## config.mk

```make
export PLATFORM = sky130hd
export DESIGN_NAME = denormalization_shifter_flat
export DESIGN_NICKNAME = d
export VERILOG_FILES = /design/src/rtl/denormalization_shifter_if.sv /design/src/rtl/denormalization_shifter.sv /design/src/flat_wrapper.sv
export SDC_FILE = /design/constraint.sdc
export NUM_CORES = 1
export LEC_CHECK = 0
export CORE_AREA = 2 2 95 97
export CTS_CLUSTER_SIZE = 20
export DETAILED_ROUTE_END_ITERATION = 16
export DIE_AREA = 0 0 97 99
export GPL_ROUTABILITY_DRIVEN = 0
export GPL_TIMING_DRIVEN = 0
export PLACE_DENSITY = 0.76
export SLEW_MARGIN = 25
export SYNTH_ARGS = -nofsm -noshare
export SYNTH_HDL_FRONTEND = slang
export SYNTH_SLANG_ARGS = --single-unit
```

## constraint.sdc

```tcl
create_clock -name clk -period 3.8 [get_ports clk]
set_input_delay 0.38 -clock clk [delete_from_list [all_inputs] [get_ports clk]]
set_output_delay 0.38 -clock clk [all_outputs]
set_load 0.03 [all_outputs]
```

## src/rtl/denormalization_shifter_if.sv

```systemverilog
// Valid/ready operand and result bundle for the denormalization shifter.
// The source/sink side uses master; the shifter uses slave.
`timescale 1ns/1ps
interface denormalization_shifter_if #(
  parameter int WIDTH = 25
);
  logic             in_valid;
  logic             in_ready;
  logic [WIDTH-1:0] in_sig;
  logic [7:0]       in_shr;
  logic             out_valid;
  logic             out_ready;
  logic [WIDTH-1:0] out_sig;
  logic             out_sticky;
  logic             out_zero;

  modport master (
    output in_valid, in_sig, in_shr, out_ready,
    input  in_ready, out_valid, out_sig, out_sticky, out_zero
  );

  modport slave (
    input  in_valid, in_sig, in_shr, out_ready,
    output in_ready, out_valid, out_sig, out_sticky, out_zero
  );
endinterface

```

## src/rtl/denormalization_shifter.sv

```systemverilog
// Iterative sticky-preserving right shifter, at most STEP bits per cycle.
// Optional DENORM_FAST_ZERO_EN: saturated shifts (>= WIDTH) complete straight from IDLE.
`timescale 1ns/1ps
module denormalization_shifter #(
  parameter int WIDTH = 25,
  parameter int STEP  = 4
) (
  input  logic                    clk,
  input  logic                    rst,
  denormalization_shifter_if.slave bus
);
  localparam int REM_W = $clog2(WIDTH + 1);
  localparam logic [REM_W-1:0] STEP_R  = REM_W'(STEP);
  localparam logic [REM_W-1:0] WIDTH_R = REM_W'(WIDTH);

  typedef enum logic [1:0] {IDLE, SHIFT, DONE} state_t;

  state_t           state;
  logic [WIDTH-1:0] sig;
  logic [REM_W-1:0] rem;
  logic             stk;
  logic             out_valid_q;
  logic [WIDTH-1:0] out_sig_q;
  logic             out_sticky_q;
  logic             out_zero_q;

  logic [REM_W-1:0] n;
  logic [REM_W-1:0] rem_nxt;
  logic [REM_W-1:0] in_rem;
  logic [WIDTH-1:0] sig_nxt;
  logic             lost;

  // Any shift of WIDTH or more empties the significand, so clamp to WIDTH.
  function automatic logic [REM_W-1:0] sat_shift(input logic [7:0] shr);
    if (shr >= 8'(WIDTH)) return WIDTH_R;
    return shr[REM_W-1:0];
  endfunction

  function automatic logic [REM_W-1:0] step_amt(input logic [REM_W-1:0] r);
    if (r > STEP_R) return STEP_R;
    return r;
  endfunction

  // OR of the k low bits that fall off the bottom on a right shift by k.
  function automatic logic lost_bits(input logic [WIDTH-1:0] s, input logic [REM_W-1:0] k);
    logic [WIDTH-1:0] mask;
    mask = ~({WIDTH{1'b1}} << k);
    return |(s & mask);
  endfunction

  always_comb begin
    n       = step_amt(rem);
    rem_nxt = rem - n;
    sig_nxt = sig >> n;
    lost    = lost_bits(sig, n);
    in_rem  = sat_shift(bus.in_shr);
  end

  assign bus.in_ready   = (state == IDLE) && !rst;
  assign bus.out_valid  = out_valid_q;
  assign bus.out_sig    = out_sig_q;
  assign bus.out_sticky = out_sticky_q;
  assign bus.out_zero   = out_zero_q;

  always_ff @(posedge clk) begin
    if (rst) begin
      state        <= IDLE;
      rem          <= '0;
      stk          <= 1'b0;
      out_valid_q  <= 1'b0;
      out_sig_q    <= '0;
      out_sticky_q <= 1'b0;
      out_zero_q   <= 1'b1;
    end else begin
      case (state)
        IDLE: begin
          if (bus.in_valid) begin
            sig <= bus.in_sig;
            rem <= in_rem;
            stk <= 1'b0;
            if (in_rem == '0) begin
              state        <= DONE;
              out_valid_q  <= 1'b1;
              out_sig_q    <= bus.in_sig;
              out_sticky_q <= 1'b0;
              out_zero_q   <= (bus.in_sig == '0);
            end
`ifdef DENORM_FAST_ZERO_EN
            else if (in_rem == WIDTH_R) begin
              state        <= DONE;
              out_valid_q  <= 1'b1;
              out_sig_q    <= '0;
              out_sticky_q <= |bus.in_sig;
              out_zero_q   <= 1'b1;
            end
`endif
            else begin
              state <= SHIFT;
            end
          end
        end
        // Result registers load only on entry to DONE, so they hold under backpressure.
        SHIFT: begin
          sig <= sig_nxt;
          stk <= stk | lost;
          rem <= rem_nxt;
          if (rem_nxt == '0) begin
            state        <= DONE;
            out_valid_q  <= 1'b1;
            out_sig_q    <= sig_nxt;
            out_sticky_q <= stk | lost;
            out_zero_q   <= (sig_nxt == '0);
          end
        end
        DONE: begin
          if (bus.out_ready) begin
            state       <= IDLE;
            out_valid_q <= 1'b0;
          end
        end
        default: state <= IDLE;
      endcase
    end
  end
endmodule
```

## src/flat_wrapper.sv

```systemverilog
// flat-port wrapper written by rule: the top's interface ports become plain ports
module denormalization_shifter_flat 
#(
  parameter int WIDTH = 25,
  parameter int STEP  = 4
)
  (clk, rst, bus_in_valid, bus_in_sig, bus_in_shr, bus_out_ready, bus_in_ready, bus_out_valid, bus_out_sig, bus_out_sticky, bus_out_zero);
  denormalization_shifter_if #(.WIDTH(WIDTH)) bus_i ();
  input  logic clk;
  input  logic rst;
  input wire logic [$bits(bus_i.in_valid)-1:0] bus_in_valid;
  input wire logic [$bits(bus_i.in_sig)-1:0] bus_in_sig;
  input wire logic [$bits(bus_i.in_shr)-1:0] bus_in_shr;
  input wire logic [$bits(bus_i.out_ready)-1:0] bus_out_ready;
  output wire logic [$bits(bus_i.in_ready)-1:0] bus_in_ready;
  output wire logic [$bits(bus_i.out_valid)-1:0] bus_out_valid;
  output wire logic [$bits(bus_i.out_sig)-1:0] bus_out_sig;
  output wire logic [$bits(bus_i.out_sticky)-1:0] bus_out_sticky;
  output wire logic [$bits(bus_i.out_zero)-1:0] bus_out_zero;
  assign bus_i.in_valid = bus_in_valid;
  assign bus_i.in_sig = bus_in_sig;
  assign bus_i.in_shr = bus_in_shr;
  assign bus_i.out_ready = bus_out_ready;
  assign bus_in_ready = bus_i.in_ready;
  assign bus_out_valid = bus_i.out_valid;
  assign bus_out_sig = bus_i.out_sig;
  assign bus_out_sticky = bus_i.out_sticky;
  assign bus_out_zero = bus_i.out_zero;
  denormalization_shifter #(.WIDTH(WIDTH), .STEP(STEP)) u_core (.clk(clk), .rst(rst), .bus(bus_i));
endmodule
```

==> results.cfg, run 1 <==
[clock_network]
cts.clk_slew.worst_paths_ps = 80
clkLatencyLatePin_ps = 350
cts-hold-fix-buffers = 0
cts_tree = built
htreeDepth = 3
cts_root_buffer = clkbuf_8
cts_num_sinks = 61
cts_buffer_depth = 2
cts_setup_buffers = 0
cts_made_buffers = 9

[power]
power.internal_mw = 1.36
clock_power_share_pct = 32.0
sequentialPowerShare_pct = 39.1
p_sw_mw = 0.677
p_leak_nw = 1.60
p_sw_share_pct = 33.1
vdd_drop_max_v = 0.000207
p_comb_share_pct = 28.9
p_per_area_nw_per_um2 = 431

[detailed_routing]
drtIter0Drc = 429
antenna_left = 0
vias = 3536
drc = 0
wl_mm = 10.8
dr.pass1.iters = 5
viasPerCell = 6.11
routedWlPerCell_um = 18.6

[critical_path]
reg2reg_setup_slack_ps = 320
cp_top_family = buffers and inverters
end_kind = flip-flop
crit_path_top_delay_cell = clkbuf_4
critical_path_buf_inv_count = 5
worstPathArrival_ps = 3700
startpoint_type = flip-flop
critPathMaxFanout = 19
crit_chain = clkbuf_1 > or3_1 > clkbuf_1 > clkbuf_4 > nand2_1 > ha_1 > or3_1 > o21ai_1 > o2111ai_1 > o22ai_4 > buf_8 > buf_12 > mux2i_1 > nor2_1
worstSetupPathType = reg2reg
cpPeakStageDelay_ps = 340
worstPathRequired_ps = 4020

[layout]
seq_area_um2 = 1470
area_growth_pct = 26.9
drive_gt1_share_pct = 10.6
diodes = 0
multi_input_area_um2 = 2040
nFillCells = 760
nNetsFinal = 504
final_area_um2 = 4730

[timing]
fin_setup_tns_ps = 0
rsz0062_at_grt = false
hold_viol = 0
finalSetupViolCount = 0
fin_crit_ps = 3480
fin_crit_sh_pct = 91.5
maxSlewViolCount = 0
fmax_mhz = 288
relSlewSlack_pct = 37.5
tightest_slew_ps = 930
skew_ps = 9.03

[placed_design]
place.port_buffers = 64
place_area_um2 = 4510
dp_hpwl_mm = 7.86

[yosys]
synth.cell_area_um2 = 3730
synth_top_cell_by_area = edfxtp_1
synth_fp_nets = 430
synthDominantCellAreaShare_pct = 20.1
synth_ff_type = dfxtp_1
ys_async_sr_fraction_pct = 0
synth_cells = 392
synth_cell_type_count = 53
syn_avg_cell_area_um2 = 9.51
synth_area_leaders = edfxtp_1 (20%), dfxtp_1 (19%), mux2i_1 (9.9%), mux4_2 (9.1%), nor2_1 (7.0%)
synth_warnings = 0
ys_ff_latch = 61
synth_edf_count = 25
yosysSeqAreaShare_pct = 39.5

[global_route]
grt_overflow_total = 0
grt_pass1_vias = 3476
grt_pass1_wl_mm = 17.6
track_usage_pct = 22.9
antenna_found_initial = 0
grt_max_degree = 26

[hold_path]
hold_path.class = in2reg

[outcome]
status = complete, no violations

[floorplan]
start_util_pct = 43.6
dieHeight_um = 99
coreArea_um2 = 8550
die_area_um2 = 9600
dieWidth_um = 97
io_pins = 66
rows = 34

[job]
drv_cap = 0
==> repair_timing <==
item | 4_1_cts | 5_1_grt
endpoints found under the setup margin | 0 | 29
resized for setup | 0 | 1
hold endpoints to repair | 0 | 0
==> registers in the layout (all words and copies together), names as in the netlist <==
signal                 count
u_core.stk                 1
u_core.state               2
u_core.bus.out_sticky      1
u_core.rem                 5
u_core.sig                25
u_core.bus.out_zero        1
u_core.bus.out_valid       1
u_core.bus.out_sig        25
==> power by group through the flow <==
stage               clock [mW]  combinational, mW  sequential [mW]
finish                   0.653              0.590            0.799
global route             0.688              0.639            0.803
CTS                      0.659              0.583            0.795
detailed placement           0              0.578            0.808
global placement             0              0.565            0.807
floorplan                    0              0.388            0.807
==> cells in the mapped netlist, types with 2 or more instances <==
library cell	number
o21ai_0	6
nor2b_1	4
nor4_1	13
or3_1	5
nor2_1	70
a22o_1	2
nand2b_1	3
buf_6	3
edfxtp_1	25
mux2i_1	37
mux4_1	3
or4_1	2
a22oi_1	2
buf_1	4
dfxtp_1	36
nor3_1	12
o41ai_1	3
a21o_1	2
nand2_1	48
a211oi_1	5
clkbuf_1	17
buf_2	5
buf_12	2
inv_1	6
mux4_2	15
a21oi_1	13
a31oi_1	23
==> per-layer routing <==
metal / track usage [%] / part of all wire [%] / wire (um)
met1: 28.6 / 40 / 4330
met2: 38.4 / 48 / 5120
met3: 5.67 / 9.7 / 1050
met4: 9.10 / 2.5 / 269
met5: 0 / 0 / 0
==> placed cells by master, fill, tap and decap left out, types with 2 or more instances in the layout <==
cell | Yosys | final
mux2i_1 | 37 | 37
a31oi_1 | 23 | 23
edfxtp_1 | 25 | 25
nand2b_1 | 3 | 3
o41ai_1 | 3 | 3
buf_12 | 2 | 2
a22oi_1 | 2 | 2
dfxtp_1 | 36 | 36
nor2b_1 | 4 | 4
nor3_1 | 12 | 12
nand2_1 | 48 | 48
or3_1 | 5 | 5
o21ai_0 | 6 | 6
mux4_2 | 15 | 15
inv_1 | 6 | 6
or4_1 | 2 | 2
nor2_1 | 70 | 69
buf_1 | 4 | 3
a211oi_1 | 5 | 5
a22o_1 | 2 | 2
buf_6 | 3 | 3
clkdlybuf4s50_1 | 0 | 64
mux4_1 | 3 | 3
bufinv_16 | 0 | 2
buf_2 | 5 | 4
clkinv_4 | 0 | 2
clkbuf_8 | 0 | 9
a21oi_1 | 13 | 13
clkbuf_1 | 17 | 17
a21o_1 | 2 | 2
nor4_1 | 13 | 13
==> cell type report <==
type                            instances  share of cell area [%]
Sequential cell                        61                    31.1
Multi-Input combinational cell        292                    43.1
Buffer                                 32                    4.20
Inverter                                6                   0.476
Tap cell                              108                    2.85
Timing Repair Buffer                   64                    13.5
Clock buffer                            9                    2.62
Clock inverter                          7                    2.09
==> final timing paths <==
path,startpoint,to,cells past startpoint
worst max-delay path,u_core.rem[4]$_SDFFE_PP0P_,u_core.bus.out_sig[21]$_SDFFE_PP0P_,14
worst min-delay path,rst,u_core.rem[3]$_SDFFE_PP0P_,2
worst min register to register,u_core.stk$_SDFFE_PP0P_,u_core.stk$_SDFFE_PP0P_,2
worst max register to register,u_core.rem[4]$_SDFFE_PP0P_,u_core.bus.out_sig[21]$_SDFFE_PP0P_,14
==> worst register-to-register path, delay by kind of cell, from the launching register on <==
| kind | cells | cell delay [ps] |
|---|---|---|
| AND/OR/NAND/NOR | 4 | 670 |
| flip-flops | 1 | 310 |
| AO/OA/AOI/OAI | 3 | 640 |
| multiplexers | 1 | 220 |
| buffers and inverters | 5 | 1230 |
| adder cells (fa/ha/maj) | 1 | 280 |
==> cells by family after synthesis <==
logic type	share of synthesized area, %
AND/OR/NAND/NOR	20.2
AO/OA/AOI/OAI	12.5
flip-flops	39.5
multiplexers	21.4
buffers and inverters	5.97
adder cells (fa/ha/maj)	0.336
other	0.101
==> through the flow <==
step / instances / worst slack [ps] / utilization, % / power (mW) / hold slack, ps
2_1_floorplan: 392 / 688 / - / 1.20 / 433
6_report: 579 / 324 / 55.4 / 2.04 / 449
3_5_place_dp: 564 / 52.1 / 52.8 / 1.39 / 453
5_1_grt: 579 / 84.9 / 55.4 / 2.13 / 481
3_3_place_gp: 564 / 129 / 52.7 / 1.37 / 441
4_1_cts: 580 / 14.7 / 55.4 / 2.04 / 451
(Power assumes the default switching activity.)
==> run 2, diff against run 1 <==
--- a/config.mk
+++ b/config.mk
@@ -5,13 +5,13 @@
 export SDC_FILE = /design/constraint.sdc
 export NUM_CORES = 1
 export LEC_CHECK = 0
-export CORE_AREA = 2 2 95 97
+export CORE_AREA = 2 2 107 109
 export CTS_CLUSTER_SIZE = 20
 export DETAILED_ROUTE_END_ITERATION = 16
-export DIE_AREA = 0 0 97 99
+export DIE_AREA = 0 0 109 111
 export GPL_ROUTABILITY_DRIVEN = 0
 export GPL_TIMING_DRIVEN = 0
-export PLACE_DENSITY = 0.76
+export PLACE_DENSITY = 0.64
 export SLEW_MARGIN = 25
 export SYNTH_ARGS = -nofsm -noshare
 export SYNTH_HDL_FRONTEND = slang
==> results.cfg, run 2 (synthesized netlist as in run 1, its figures left out) <==
[detailed_routing]
antenna_left = 0
wl_mm = 11.0
routedWlPerCell_um = 17.9
dr.pass1.iters = 5
drtIter0Drc = 323
drc = 0
viasPerCell = 5.59
vias = 3436

[timing]
hold_viol = 0
fin_crit_ps = 3490
setup_ws_ps = 314
hold_ws_ps = 438
fin_setup_tns_ps = 0
rsz0062_at_grt = false
fin_crit_sh_pct = 91.7
skew_ps = 9.02
maxSlewViolCount = 0
fmax_mhz = 287
finalSetupViolCount = 0
relSlewSlack_pct = 32.4
tightest_slew_ps = 1010

[power]
clock_power_share_pct = 34.9
power_mw = 2.14
p_leak_nw = 1.63
power.internal_mw = 1.45
p_per_area_nw_per_um2 = 441
p_sw_share_pct = 32.0
sequentialPowerShare_pct = 37.3
vdd_drop_max_v = 0.000211
p_comb_share_pct = 27.8
p_sw_mw = 0.683

[floorplan]
start_util_pct = 33.7
rows = 39
io_pins = 66
coreArea_um2 = 11100
dieWidth_um = 109
die_area_um2 = 12100
dieHeight_um = 111

[layout]
area_growth_pct = 29.9
final_common_cell = nor2_1
nNetsFinal = 505
final_cell_count_no_fill = 615
nFillCells = 1117
layout_common_cells = nor2_1 (69), clkdlybuf4s50_1 (64), nand2_1 (48)
diodes = 0
drive_gt1_share_pct = 10.4

[clock_network]
clkLatencyLatePin_ps = 330
cts_setup_buffers = 0
cts_num_sinks = 61
cts_root_buffer = clkbuf_16
htreeDepth = 3
cts_made_buffers = 9
cts_resized = 0
cts.clk_slew.worst_paths_ps = 50
cts_tree = built
cts-hold-fix-buffers = 0
cts_buffer_depth = 2

[critical_path]
startpoint_type = flip-flop
end_kind = flip-flop
reg2reg_setup_slack_ps = 310
worstSetupPathType = reg2reg
crit-reg2reg-launch = u_core.rem[4]$_SDFFE_PP0P_
cp-startpoint = u_core.rem[4]$_SDFFE_PP0P_
critPathMaxFanout = 19
ff2ff_path_depth = 14
worstPathRequired_ps = 3990
rr_endpoint = u_core.bus.out_sig[4]$_SDFFE_PP0P_
worstPathArrival_ps = 3680

[hold_path]
min_path_cells = 2
whs_endpoint = u_core.bus.out_sig[14]$_SDFFE_PP0P_
worstHoldStart = rst
hold_path.class = in2reg

[global_route]
grt_pass1_vias = 3314
grt_max_degree = 26
track_usage_pct = 18.6
antenna_found_initial = 0
grt_overflow_total = 0
grt_pass1_wl_mm = 17.5

[placed_design]
dp_hpwl_mm = 8.14
dpl_worst_slack_ps = 23.8
place.port_buffers = 64
place_inst = 600

[job]
drv_cap = 0

[outcome]
status = complete, no violations
-- run 2: cell types whose count changed in the layout (fill, tap and decap cells not counted), sizes merged --
cell	before	now
buf	14	16
bufinv	2	0
clkbuf	27	29
clkinv	3	2
-- run 2: power groups by stage --
stage                     Sequential, mW  Clock [mW]  Combinational [mW]
after floorplan                    0.807           0               0.388
after global placement             0.807           0               0.573
after detailed placement           0.807           0               0.585
after CTS                          0.794       0.760               0.590
after global routing               0.802       0.790               0.644
final                              0.797       0.745               0.594
-- run 2: cell type report --
type	count	area [um^2]	area share, %
buffer	32	196	4.06
clock inverter	4	23.8	0.491
clock buffer	12	246	5.09
multi-input combinational	292	2040	42.2
inverter	6	22.5	0.465
tap	143	179	3.70
timing repair buffer	65	661	13.6
sequential	61	1470	30.4
-- run 2: worst max path at each step --
| stage | endpoint |
|---|---|
| 6_report | u_core.bus.out_sig[4]$_SDFFE_PP0P_ |
| 5_1_grt | u_core.bus.out_sig[0]$_SDFFE_PP0P_ |
| 4_1_cts | u_core.bus.out_sig[4]$_SDFFE_PP0P_ |
| 3_5_place_dp | u_core.bus.out_sig[4]$_SDFFE_PP0P_ |
| 3_3_place_gp | u_core.bus.out_sig[2]$_SDFFE_PP0P_ |
| 2_1_floorplan | u_core.bus.out_zero$_SDFFE_PP1P_ |
-- run 2: per-stage QoR --
stage                     util, %  instance area (um^2)
after floorplan                 -                  3730
after global placement       41.1                  4550
after detailed placement     41.3                  4580
after CTS                    43.7                  4850
after global routing         43.7                  4840
final                        43.7                  4840
-- run 2: critical path, cell delays in order, from the launching register on --
cell	delay, ps
dfxtp_1	300
clkbuf_1	280
or3_1	160
clkbuf_1	190
buf_2	410
nand2_1	100
ha_1	290
or3_1	340
o21ai_1	130
o2111ai_1	230
o22ai_4	280
buf_8	210
buf_12	150
mux2i_1	190
nor2_1	60
-- run 2: routing by layer --
| metal | vias to the layer above | wire length, um | share of wire, % | track usage [%] |
|---|---|---|---|---|
| met5 | - | 0 | 0 | 0 |
| met4 | 0 | 130 | 1.2 | 5.47 |
| met1 | 1644 | 4960 | 45 | 25.8 |
| met2 | 160 | 5050 | 46 | 28.5 |
| met3 | 17 | 839 | 7.6 | 4.76 |
| li1 | 1615 | - | - | - |
==> RTL edit, RTL diff (config.mk and constraints of run 1) <==
`WIDTH` is set to 25 in 3 places; all go to 21.
--- a/src/rtl/denormalization_shifter_if.sv
+++ b/src/rtl/denormalization_shifter_if.sv
@@ -2,7 +2,7 @@
 // The source/sink side uses master; the shifter uses slave.
 `timescale 1ns/1ps
 interface denormalization_shifter_if #(
-  parameter int WIDTH = 25
+  parameter int WIDTH = 21
 );
   logic             in_valid;
   logic             in_ready;
--- a/src/rtl/denormalization_shifter.sv
+++ b/src/rtl/denormalization_shifter.sv
@@ -2,7 +2,7 @@
 // Optional DENORM_FAST_ZERO_EN: saturated shifts (>= WIDTH) complete straight from IDLE.
 `timescale 1ns/1ps
 module denormalization_shifter #(
-  parameter int WIDTH = 25,
+  parameter int WIDTH = 21,
   parameter int STEP  = 4
 ) (
   input  logic                    clk,
--- a/src/flat_wrapper.sv
+++ b/src/flat_wrapper.sv
@@ -1,7 +1,7 @@
 // flat-port wrapper written by rule: the top's interface ports become plain ports
 module denormalization_shifter_flat 
 #(
-  parameter int WIDTH = 25,
+  parameter int WIDTH = 21,
   parameter int STEP  = 4
 )
   (clk, rst, bus_in_valid, bus_in_sig, bus_in_shr, bus_out_ready, bus_in_ready, bus_out_valid, bus_out_sig, bus_out_sticky, bus_out_zero);
Interface: changed (resized bus_in_sig and bus_out_sig); port bits go from 66 to 58. No check against the original RTL was run, so the function may have changed too.
==> RTL edit against run 1 <==
- power shrank 11%
- sequential share of layout area grew 0.30 points
- non-clock buffer count shrank 12
- sequential cell count shrank 8
- fmax grew 1.1%
- wire length shrank 9.2%
- design area shrank 14%
- area after synthesis shrank 13%
- setup slack gained 39 ps
- critical path type unchanged
==> RTL edit: results (changes against run 1) <==
metric,value,unit,change
CP max-delay cell,a211oi_1,,was clkbuf_4
Commonest cells post-synth,"nor2_1, nand2_1, dfxtp_1, mux2i_1, a21oi_1",,"was nor2_1, nand2_1, mux2i_1, dfxtp_1, edfxtp_1"
Nets,461,,was 504
largest net degree at the start of global routing,18,,was 26
DP Cell Count,530,,was 564
Tot GR Track Use,0.202,,was 0.229
port bufs,56,,was 64
layout cells sized above 1,0.0911,,was 0.106
Clock Skews,10.4,ps,was 9.03 ps
initial DRC count,469,,was 429
Routed Antenna Nets,0,,unchanged
CTS Buf Count,5,,was 9
wire length on met2,4.48,mm,was 5.12 mm
drt pass-1 iters,6,,was 5
DP Area,0.00395,mm²,was 0.00451 mm²
Finished Layout Cells,536,,was 579
"Net Count, Synth",399,,was 430
drt via density,6.07,,was 6.11
"Reg clk slew, reported paths",100,ps,was 80 ps
Total Wirelength,9.78,mm,was 10.8 mm
Synth area leaders,"dfxtp_1, edfxtp_1, mux2i_1",,"was edfxtp_1, dfxtp_1, mux2i_1"
status,completed,,unchanged
Place WS,192,ps,was 52.1 ps
Hold WC Path Type,flip-flop to flip-flop,,was primary input to flip-flop
register area share after synthesis,0.393,,was 0.395
Synth Flop Type,dfxtp_1,,unchanged
Yosys cell types,55,,was 53
vias in the first global route,3170,,was 3476
met3 wire length,950,µm,was 1.05 mm
first-pass GRT wire length,15.8,mm,was 17.6 mm
Gate Count Post-Synth,365,,was 392
critical path arrival,3630,ps,was 3700 ps
worst-skew pair later-pin latency,320,ps,was 350 ps
"EDFF count, synth",21,,was 25
Slew @ Worst Pin,810,ps,was 930 ps
crit-path max cell delay,480,ps,was 340 ps
hpwl dp,7.24,mm,was 7.86 mm
NetSw,0.670,mW,was 0.677 mW
[RTL edit: repair_timing]
action	4_1_cts	5_1_grt
gates resized for setup	0	0
buffers inserted	0	0
setup endpoints to repair	0	13
[RTL edit: final cells by class]
class,instances,area [µm²]
Sequential cell,53,1270
Inverter,6,22.5
Tap cell,108,135
Fill cell,794,4500
Timing Repair Buffer,57,576
Multi-Input combinational cell,277,1800
Buffer,27,130
Clock buffer,5,68.8
Clock inverter,3,43.8
[RTL edit: cell families (layout without fill, tap and decap cells)]
logic type	after synthesis	in the layout	share of synthesized area
simple gates	146	146	0.216
other cells	1	1	0.00116
flops	53	53	0.393
compound gates	84	84	0.164
buf+inv	35	98	0.0496
mux	45	45	0.172
fa+ha+maj	1	1	0.00387
[RTL edit: final timing paths]
kind | from | endpoint | slack [ps] | cells after the start
worst max-delay path | u_core.rem[1] | u_core.bus.out_sticky | 360 | 11
worst min register to register | u_core.bus.out_sig[20] | u_core.bus.out_sig[20] | 480 | 2
worst max register to register | u_core.rem[1] | u_core.bus.out_sticky | 360 | 11
worst min-delay path | u_core.bus.out_sig[20] | u_core.bus.out_sig[20] | 480 | 2
[RTL edit: power by group through the flow]
stage,sequential (mW),combinational [mW],clock (mW)
CTS,0.723,0.695,0.394
global placement,0.735,0.675,0
detailed placement,0.735,0.690,0
finish,0.727,0.704,0.392
global route,0.732,0.757,0.411
floorplan,0.763,0.433,0
[RTL edit: worst min-delay path, delay by kind of cell (launching register included)]
kind / cells / cell delay [ps]
AND/OR/NAND/NOR: 1 / 60
AO/OA/AOI/OAI: 1 / 60
flip-flops: 1 / 320
[RTL edit: routing by layer]
| layer | GRT usage | vias up |
|---|---|---|
| li1 | - | 1468 |
| met1 | 0.259 | 1479 |
| met2 | 0.326 | 256 |
| met3 | 0.0418 | 50 |
| met4 | 0.0986 | 0 |
| met5 | 0 | - |
